<file path="src/rtl/counter_regs_pkg.sv">
`default_nettype none
// +--------------------------------------------------------------------+
// | counter_regs_pkg                                                   |
// | Register map, CTRL bits, bus strobes and poll FSM states.          |
// | Rev 1.0                                                            |
// +--------------------------------------------------------------------+
package counter_regs_pkg;

  localparam logic [31:0] OFF_CTRL  = 32'h0000_0000;
  localparam logic [31:0] OFF_LOAD  = 32'h0000_0004;
  localparam logic [31:0] OFF_VALUE = 32'h0000_0008;

  localparam int CTRL_EN_BIT  = 0;
  localparam int CTRL_DIR_BIT = 1;

  localparam logic [3:0] WSTRB_WR = 4'hF;
  localparam logic [3:0] WSTRB_RD = 4'h0;

  typedef enum logic [2:0] {
    ST_IDLE    = 3'd0,
    ST_WR_LOAD = 3'd1,
    ST_WR_CTRL = 3'd2,
    ST_WAIT    = 3'd3,
    ST_RD_VAL  = 3'd4,
    ST_WR_STOP = 3'd5
  } state_t;

  function automatic logic [31:0] ctrl_word(input logic i_en, input logic i_dir);
    logic [31:0] w_word;
    w_word               = '0;
    w_word[CTRL_EN_BIT]  = i_en;
    w_word[CTRL_DIR_BIT] = i_dir;
    return w_word;
  endfunction

endpackage
`default_nettype wire

</file>
<file path="src/rtl/native_bus_initiator.sv">
`default_nettype none
// +--------------------------------------------------------------------+
// | native_bus_initiator                                               |
// | Single read/write on the PicoRV32 native bus with hold and timeout.|
// | Rev 1.0                                                            |
// +--------------------------------------------------------------------+
module native_bus_initiator
  import counter_regs_pkg::*;
#(
  parameter int TIMEOUT = 64
) (
  input  logic        clk,
  input  logic        reset,
  input  logic        i_req,
  input  logic        i_write,
  input  logic [31:0] i_addr,
  input  logic [31:0] i_wdata,
  output logic        o_done,
  output logic        o_err,
  output logic [31:0] o_rdata,
  output logic        mem_valid,
  input  logic        mem_ready,
  output logic [31:0] mem_addr,
  output logic [31:0] mem_wdata,
  output logic [3:0]  mem_wstrb,
  input  logic [31:0] mem_rdata
);

  localparam int            CW     = 10;
  localparam logic [CW-1:0] C_LAST = CW'(TIMEOUT - 1);

  logic          r_valid;
  logic [31:0]   r_addr;
  logic [31:0]   r_wdata;
  logic [3:0]    r_wstrb;
  logic [CW-1:0] r_wait;

  assign o_done  = r_valid && mem_ready;
  assign o_err   = r_valid && !mem_ready && (r_wait == C_LAST);
  assign o_rdata = mem_rdata;

  // Request fields load only while idle, so they stay frozen under mem_valid.
  always_ff @(posedge clk) begin
    if (reset) begin
      r_valid <= 1'b0;
      r_addr  <= '0;
      r_wdata <= '0;
      r_wstrb <= '0;
      r_wait  <= '0;
    end else if (r_valid) begin
      if (o_done || o_err) begin
        r_valid <= 1'b0;
        r_wait  <= '0;
      end else begin
        r_wait  <= r_wait + 1'b1;
      end
    end else if (i_req) begin
      r_valid <= 1'b1;
      r_addr  <= i_addr;
      r_wdata <= i_write ? i_wdata : 32'h0;
      r_wstrb <= i_write ? WSTRB_WR : WSTRB_RD;
      r_wait  <= '0;
    end
  end

  assign mem_valid = r_valid;
  assign mem_addr  = r_addr;
  assign mem_wdata = r_wdata;
  assign mem_wstrb = r_wstrb;

endmodule
`default_nettype wire

</file>
<file path="src/rtl/counter_poll_master.sv">
`default_nettype none
// +--------------------------------------------------------------------+
// | counter_poll_master                                                |
// | Programs the counter responder, then polls VALUE at an interval.   |
// | Rev 1.0                                                            |
// +--------------------------------------------------------------------+
module counter_poll_master
  import counter_regs_pkg::*;
#(
  parameter logic [31:0] BASE_ADDR = 32'h1000_0000,
  parameter int          TIMEOUT   = 64,
  parameter int          IVL_W     = 16
) (
  input  logic             clk,
  input  logic             reset,
  input  logic             start,
  input  logic             stop,
  input  logic [31:0]      cfg_load,
  input  logic             cfg_dir,
  input  logic [IVL_W-1:0] cfg_interval,
  input  logic [31:0]      cfg_threshold,
  output logic             mem_valid,
  input  logic             mem_ready,
  output logic [31:0]      mem_addr,
  output logic [31:0]      mem_wdata,
  output logic [3:0]       mem_wstrb,
  input  logic [31:0]      mem_rdata,
  output logic             busy,
  output logic [31:0]      sample,
  output logic             sample_valid,
  output logic             hit,
  output logic             bus_err
);

  state_t           r_state;
  state_t           w_next;
  state_t           w_after;
  logic             r_stop_pend;
  logic             r_dir;
  logic [31:0]      r_load;
  logic [31:0]      r_thr;
  logic [IVL_W-1:0] r_ivl;
  logic [IVL_W-1:0] r_wait_cnt;
  logic [31:0]      r_sample;
  logic             r_sample_valid;
  logic             r_hit;
  logic             r_bus_err;

  logic             w_req;
  logic             w_write;
  logic [31:0]      w_addr;
  logic [31:0]      w_wdata;
  logic             w_done;
  logic             w_err;
  logic [31:0]      w_rdata;
  logic             w_stop_any;
  logic [IVL_W-1:0] w_ivl_last;

  assign w_stop_any = r_stop_pend || stop;
  // A zero interval waits one cycle, same as an interval of one.
  assign w_ivl_last = (r_ivl == '0) ? '0 : r_ivl - IVL_W'(1);

  always_comb begin
    w_next  = r_state;
    w_after = ST_IDLE;
    w_req   = 1'b0;
    w_write = 1'b1;
    w_addr  = BASE_ADDR + OFF_LOAD;
    w_wdata = r_load;

    case (r_state)
      ST_IDLE:    w_wdata = cfg_load;
      ST_WR_LOAD: w_after = w_stop_any ? ST_WR_STOP : ST_WR_CTRL;
      ST_WR_CTRL: begin
        w_addr  = BASE_ADDR + OFF_CTRL;
        w_wdata = ctrl_word(1'b1, r_dir);
        w_after = w_stop_any ? ST_WR_STOP : ST_WAIT;
      end
      ST_RD_VAL: begin
        w_addr  = BASE_ADDR + OFF_VALUE;
        w_wdata = '0;
        w_write = 1'b0;
        w_after = w_stop_any ? ST_WR_STOP : ST_WAIT;
      end
      ST_WR_STOP: begin
        w_addr  = BASE_ADDR + OFF_CTRL;
        w_wdata = ctrl_word(1'b0, 1'b0);
      end
      default: ;
    endcase

    case (r_state)
      ST_IDLE: begin
        if (start) begin
          w_next = ST_WR_LOAD;
          w_req  = 1'b1;
        end
      end
      ST_WAIT: begin
        if (w_stop_any)                     w_next = ST_WR_STOP;
        else if (r_wait_cnt == w_ivl_last)  w_next = ST_RD_VAL;
      end
      ST_WR_LOAD, ST_WR_CTRL, ST_RD_VAL, ST_WR_STOP: begin
        if (w_err) begin
          w_next = ST_IDLE;
        end else if (w_done) begin
          w_next = w_after;
        end else if (!mem_valid) begin
          // Nothing in flight yet: a pending stop skips this access.
          if (w_stop_any && (r_state != ST_WR_STOP)) w_next = ST_WR_STOP;
          else                                       w_req  = 1'b1;
        end
      end
      default: w_next = ST_IDLE;
    endcase
  end

  always_ff @(posedge clk) begin
    if (reset) begin
      r_state        <= ST_IDLE;
      r_stop_pend    <= 1'b0;
      r_dir          <= 1'b0;
      r_load         <= '0;
      r_thr          <= '0;
      r_ivl          <= '0;
      r_wait_cnt     <= '0;
      r_sample       <= '0;
      r_sample_valid <= 1'b0;
      r_hit          <= 1'b0;
      r_bus_err      <= 1'b0;
    end else begin
      r_state        <= w_next;
      r_sample_valid <= 1'b0;

      if (r_state == ST_IDLE) begin
        r_stop_pend <= 1'b0;
        if (start) begin
          r_load    <= cfg_load;
          r_dir     <= cfg_dir;
          r_ivl     <= cfg_interval;
          r_thr     <= cfg_threshold;
          r_hit     <= 1'b0;
          r_bus_err <= 1'b0;
        end
      end else if (stop) begin
        r_stop_pend <= 1'b1;
      end

      if (w_err) r_bus_err <= 1'b1;

      if ((r_state == ST_RD_VAL) && w_done) begin
        r_sample       <= w_rdata;
        r_sample_valid <= 1'b1;
        if (w_rdata == r_thr) r_hit <= 1'b1;
      end

      r_wait_cnt <= (r_state == ST_WAIT) ? r_wait_cnt + IVL_W'(1) : '0;
    end
  end

  native_bus_initiator #(
    .TIMEOUT (TIMEOUT)
  ) u_bus (
    .clk       (clk),
    .reset     (reset),
    .i_req     (w_req),
    .i_write   (w_write),
    .i_addr    (w_addr),
    .i_wdata   (w_wdata),
    .o_done    (w_done),
    .o_err     (w_err),
    .o_rdata   (w_rdata),
    .mem_valid (mem_valid),
    .mem_ready (mem_ready),
    .mem_addr  (mem_addr),
    .mem_wdata (mem_wdata),
    .mem_wstrb (mem_wstrb),
    .mem_rdata (mem_rdata)
  );

  assign busy         = (r_state != ST_IDLE);
  assign sample       = r_sample;
  assign sample_valid = r_sample_valid;
  assign hit          = r_hit;
  assign bus_err      = r_bus_err;

endmodule
`default_nettype wire

</file>
<file path="config.mk">
export PLATFORM = sky130hd
export DESIGN_NAME = counter_poll_master
export DESIGN_NICKNAME = d
export VERILOG_FILES = /design/src/rtl/counter_regs_pkg.sv /design/src/rtl/native_bus_initiator.sv /design/src/rtl/counter_poll_master.sv
export SDC_FILE = /design/constraint.sdc
export NUM_CORES = 1
export LEC_CHECK = 0
export BUFFER_PORTS_ARGS = -buffer_cell sky130_fd_sc_hd__buf_2
export CAP_MARGIN = 20
export CELL_PAD_IN_SITES_DETAIL_PLACEMENT = 1
export CELL_PAD_IN_SITES_GLOBAL_PLACEMENT = 2
export CORE_AREA = 2 2 167 169
export CTS_CLUSTER_DIAMETER = 30
export DETAILED_ROUTE_END_ITERATION = 10
export DIE_AREA = 0 0 169 171
export PLACE_DENSITY = 0.84
export SYNTH_ARGS = -nofsm -noshare
export SYNTH_HDL_FRONTEND = slang
export SYNTH_SLANG_ARGS = --single-unit
</file>
<file path="constraint.sdc">
create_clock -name clk -period 3.8 [get_ports clk]
set_input_delay 0.38 -clock clk [delete_from_list [all_inputs] [get_ports clk]]
set_output_delay 0.38 -clock clk [all_outputs]
set_load 0.01 [all_outputs]
</file>
# --- Yosys cells after proc, flatten, opt, wreduce, memory -nomap -nowiden ---
# Index checks and enable logic that the tools add are counted.
totals:
  regBits: 215
  latch_bits: 0
  ram_bits: 0
  rom_bits: 0
  in_bits: 118
  word_cells: 93
  memories: 0
classes:
  add_sub_neg: 3
  n_mul: 0
  div: 0
  n_lt_le_gt_ge: 0
  n_eq_ne: 13
  shift: 0
  muxes: 36
  n_bitwise: 2
  reduce_logical: 23
ops:
  columns: ["op", "n"]
  rows:
  - ["32-bit case mux with 3 select lines", 1]
  - ["32-bit == test", 1]
  - ["32-bit 2-to-1 mux", 1]
  - ["10-bit 2-to-1 mux", 3]
  - ["3-bit 2-to-1 mux", 9]
  - ["16-bit by 1-bit adder with 16-bit output, second input constant", 1]
  - ["16-bit == test", 1]
  - ["16-bit zero test", 1]
  - ["1-bit 2-to-1 mux", 16]
  - ["16-bit 2-to-1 mux", 1]
  - ["16-bit by 1-bit subtractor with 16-bit output, second input constant", 1]
  - ["10-bit by 1-bit adder with 10-bit output, second input constant", 1]
  - ["10-bit by 6-bit == test with 1-bit output, second input constant", 1]
  - ["3-bit case mux with 3 select lines", 1]
  - ["4-bit by 2-bit != test with 1-bit output, second input constant", 2]
  - ["4-bit case mux with 2 select lines", 1]
  - ["2-bit OR reduction", 4]
  - ["3-bit by 2-bit == test with 1-bit output, second input constant", 2]
  - ["3-bit == test, second input constant", 2]
  - ["3-bit != test, second input constant", 2]
  - ["3-bit case mux with 2 select lines", 1]
  - ["2-bit AND reduction", 3]
  - ["2-bit nonzero test", 3]
  - ["1-bit logical AND", 5]
  - ["11 further kinds", 13]

# --- Depth between registers and ports, before layout ---
depth:
  ltp_word: 9
  mapped_depth: 10
  mapped_depth_nobuf: 9

# --- Cells and area by module ---
# A second synthesis with hierarchy kept.
hier_totals:
  hier_cells: 1221
  area_unflattened_um2: 9444.1
modules_own_cells:
  columns: ["module", "instances", "cells_per_inst", "area_per_inst_um2", "seq_area_each_um2"]
  rows:
  - ["counter_poll_master", 1, 822, 6301.0, 2722.6]
  - ["native_bus_initiator", 1, 399, 3143.0, 1521.5]

# --- Worst setup path before layout ---
# Ideal clock, no wire load.
synth_path:
  path_kind: "register -> register"
  from: "register r_ivl[3]"
  to: "register r_state[0]"
  t_arrival_ps: 2463
  path_slack_ps: 1216
  stages_incl_launch_ff: 9
  period_less_slack_ps: 2584
  path_cell_list: "dfxtp_1 -> buf_6 -> or4_4 -> or4_4 -> nor4b_4 -> xnor2_1 -> a2111oi_2 -> o2111a_2 -> o21ai_0"
synth_via:
  elab_chain_cells: 5
  elab_cells_between_ends: 6
  classes_between: "add/sub: 1; eq/ne: 2; mux: 1; reduce/logical: 2"
synth_rtl:
  columns: ["item", "line", "source"]
  rows:
  - ["from (decl)", "counter_poll_master.sv:42", "logic [IVL_W-1:0] r_ivl;"]
  - ["from (signal assigned)", "counter_poll_master.sv:140", "r_ivl <= cfg_interval;"]
  - ["16-bit by 1-bit subtractor with 16-bit output or 16-bit zero test (tied branches)", "counter_poll_master.sv:61", "assign w_ivl_last = (r_ivl == '0) ? '0 : r_ivl - IVL_W'(1);"]
  - ["16-bit 2-to-1 mux (*)", "counter_poll_master.sv:61", null]
  - ["16-bit == test (*)", "counter_poll_master.sv:101", "else if (r_wait_cnt == w_ivl_last) w_next = ST_RD_VAL;"]
  - ["3-bit != test (no source line) (*)", null, null]
  - ["4-bit AND reduction (no source line) (*)", null, null]
  - ["to (signal assigned)", "counter_poll_master.sv:132", "r_state <= w_next;"]
  - ["to (decl)", "counter_poll_master.sv:35", "state_t r_state;"]
# Every way passes the cells marked *; elsewhere a longest branch is shown, timed or not.
# A chain may end at the register's enable or synchronous reset.

# --- Final worst setup path ---
layout_path:
  from: "register u_bus.r_wait[0]"
  to: "register r_state[1]"
layout_via:
  elab_chain_cells: 4
  elab_cells_between_ends: 7
  classes_between: "eq/ne: 3; mux: 2; reduce/logical: 2"
layout_rtl:
  columns: ["item", "line", "source"]
  rows:
  - ["from (decl)", "native_bus_initiator.sv:36", "logic [CW-1:0] r_wait;"]
  - ["from (signal assigned)", "native_bus_initiator.sv:55", "r_wait <= r_wait + 1'b1;"]
  - ["10-bit by 6-bit == test with 1-bit output (*)", "native_bus_initiator.sv:39", "assign o_err = r_valid && !mem_ready && (r_wait == C_LAST);"]
  - ["1-bit logical AND (*)", "native_bus_initiator.sv:39", null]
  - ["4-bit by 2-bit != test with 1-bit output (no source line) or 3-bit 2-to-1 mux (tied branches)", null, null]
  - ["4-bit AND reduction (no source line) or 3-bit case mux with 3 select lines (tied branches)", null, null]
# Marks and branches as above.

==> flow_metrics.env <==
export IMPL_ctsHoldBuffers=0
export IMPL_holdWs_ns=0.161
export IMPL_wl_met1_mm=12.4
export IMPL_synth_edf_count=0
export IMPL_grt_pass1_vias=8176
export IMPL_dpl_cell_area_mm2=0.00966
export IMPL_finalHoldViolCount=0
export IMPL_hpwl_mm=19.3
export IMPL_post_route_cell_area_mm2=0.0103
export IMPL_final_nets=1373
export IMPL_power_frac_seq_pct=36.9
export IMPL_netlist_instances=1110
export IMPL_tns_ns=0
export IMPL_grt_pass1_wl_mm=44.1
export IMPL_hold_class="in -> reg"
export IMPL_ctsLongestPathBuffers=2
export IMPL_avgSynthCellArea_um2=7.72
export IMPL_cts_resized=0
export IMPL_htree_levels=4
export IMPL_seq_area_frac_synth_pct=42.8
export IMPL_sw_frac_of_total_pct=40.3
export IMPL_die_y_um=171
export IMPL_portBuffers=193
export IMPL_cts_made_buffers=17
export IMPL_worst_pin_slew_ns=0.989
export IMPL_synthDistinctLibCells=62
export IMPL_worstPathArrival_ns=3.18
export IMPL_antenna_found_initial=5
export IMPL_wirelength_mm=27.8
export IMPL_fill_cells=3396
export IMPL_p_clk_share_pct=26.1
export IMPL_powerDensity_mw_per_mm2=679
export IMPL_min_period_over_period_pct=74.1
export IMPL_dp_slack_ns=1.03
export IMPL_track_usage_pct=19.1
export IMPL_routed_top_layer="met5"
export IMPL_dieArea_mm2=0.0289
export IMPL_required_ns=4.16
export IMPL_rsz0062_at_grt="false"
export IMPL_yosys_most_used_dff="dfxtp_1"
export IMPL_async_flop_share_pct=0
export IMPL_critPathCaptureType="flop"
export IMPL_fin_ws_ns=0.983
export IMPL_die_w_um=169
export IMPL_area_growth_pct=19.8
export IMPL_clock_sinks=183
export IMPL_avgRoutedWirePerCell_um=17.2
export IMPL_wl_met2_mm=13.6
export IMPL_std_cell_rows=61
export IMPL_max_freq_ghz=0.355
export IMPL_final_antenna_net_count=0
export IMPL_min_period_ns=2.82
export IMPL_insertion_delay_ns=0.44
export IMPL_cts_setup_buffers=0
export IMPL_drt_iter0_markers=453
export IMPL_grt_max_degree=84
export IMPL_fin_worst_skew_ns=0.0165
export IMPL_syn_area_mm2=0.00857
export IMPL_pwr_share_comb_pct=37.0
export IMPL_status="finished, final reports clean"
export IMPL_p_leak_uw=0.00405
export IMPL_viasPerCell=5.08
export IMPL_slew_violations=0
export IMPL_yosys_warnings=0
export IMPL_ir_drop_mv=0.313
export IMPL_synth_commonest_cells="nand2_1, dfxtp_1, a21oi_1"
export IMPL_criticalPathCategory="reg -> reg"
export IMPL_route_met3_wl_mm=1.32
export IMPL_core_mm2=0.0273
export IMPL_finalSetupViolations=0
export IMPL_drc=0
export IMPL_cell_internal_pwr_uw=4170
export IMPL_post_synth_top_area_fraction_pct=42.8
export IMPL_place_gp_congestion=0.799
export IMPL_synth_top_area_cell="dfxtp_1"
export IMPL_synth_most_common_cell="nand2_1"
export IMPL_clkTransAtPathRegs_ns=0.09
export IMPL_start_util_pct=31.4
export IMPL_io_pins=223
export IMPL_maxCapViolCount=0
export IMPL_total_power_uw=6970
export IMPL_crit_fanout=6
export IMPL_cts_tree="yes"
export IMPL_first_pass_iters=4
export IMPL_startpoint_type="flop"
export IMPL_grt_remaining_overflow=0
export IMPL_vias=8188
export IMPL_root_buffer="clkbuf_16"
export IMPL_power_switching_uw=2810
export IMPL_synth_seq_cells=183
export IMPL_yosys_top_cells_area="dfxtp_1, nand2_1, a21oi_1"
export IMPL_drive_above_1_share_pct=20.7
export IMPL_relSlewSlack_pct=34.1
-- sequential cells by signal, indices dropped and copies added, names as in the netlist --
| register | count |
|---|---|
| r_load | 32 |
| r_thr | 32 |
| sample | 32 |
| u_bus.mem_wdata | 32 |
| r_ivl | 16 |
| r_wait_cnt | 16 |
| u_bus.r_wait | 10 |
| r_state | 3 |
| u_bus.mem_addr | 3 |
| bus_err | 1 |
| hit | 1 |
| r_dir | 1 |
| r_stop_pend | 1 |
| sample_valid | 1 |
| u_bus.mem_valid | 1 |
| u_bus.mem_wstrb | 1 |
-- final cells by class --
type | instances | area (µm²) | share of cell area, %
antenna | 3 | 7.51 | 0.0731
clock buffer | 17 | 425 | 4.14
clock inverter | 14 | 173 | 1.68
inverter | 10 | 37.5 | 0.366
multi-input combinational | 830 | 4430 | 43.1
sequential | 183 | 3660 | 35.7
tap | 346 | 433 | 4.22
timing repair buffer | 210 | 1100 | 10.7
-- routing by layer --
metal  vias up  GRT usage, %
li1       4057             -
met1      3960          24.3
met2       136          32.2
met3        31          4.83
met4         4          5.24
met5         -             0
-- cells by family after synthesis --
logic type | after synthesis | share of synthesized area [%]
other cells | 1 | 0.0438
xor+xnor | 54 | 5.52
flops | 183 | 42.8
fa+ha+maj | 4 | 0.555
buf+inv | 125 | 6.99
mux | 5 | 0.628
simple gates | 490 | 25.8
compound gates | 248 | 17.7
-- worst max-delay path: stages (launching register included) --
cell	delay [ns]
dfxtp_1	0.39
ha_1	0.22
nand3_1	0.20
o41ai_1	0.63
mux2i_1	0.16
a221oi_1	0.51
nor2_1	0.10
or3_1	0.34
o21ai_0	0.20
-- worst paths after layout --
check / startpoint / endpoint / slack (ns) / cells after the start
max: u_bus.r_wait[0]$_SDFFE_PP0P_ / r_state[1]$_SDFFE_PP0P_ / 0.98 / 8
min: cfg_threshold[18] / r_thr[18]$_SDFFE_PP0P_ / 0.16 / 3
max reg2reg: u_bus.r_wait[0]$_SDFFE_PP0P_ / r_state[1]$_SDFFE_PP0P_ / 0.98 / 8
min reg2reg: sample[24]$_SDFFE_PP0P_ / sample[24]$_SDFFE_PP0P_ / 0.45 / 2
-- placed cells by master (no fill, tap or decap), drive strengths merged, types with 17 or more instances in the layout --
master    n
a311oi   19
a22oi    20
o21ai    22
clkbuf   17
dfxtp   183
nor3     44
xnor2    39
conb     29
buf     210
nand2   253
nor2     91
a21oi   144
inv      18
-- power by group through the flow --
stage | Sequential, µW | Combinational [µW] | Clock, µW
after global placement | 2600 | 2530 | 0
after floorplan | 2590 | 1770 | 0
after global routing | 2630 | 2890 | 1940
final | 2570 | 2580 | 1820
after CTS | 2570 | 2600 | 1870
after detailed placement | 2610 | 2590 | 0
-- stage by stage --
step | util [%] | cells
3_3_place_gp | 35.4 | 1579
6_report | 37.6 | 1613
5_1_grt | 37.6 | 1612
3_5_place_dp | 35.4 | 1579
2_1_floorplan | - | 1138
4_1_cts | 37.5 | 1610
Power figures use the tool's default switching activity.
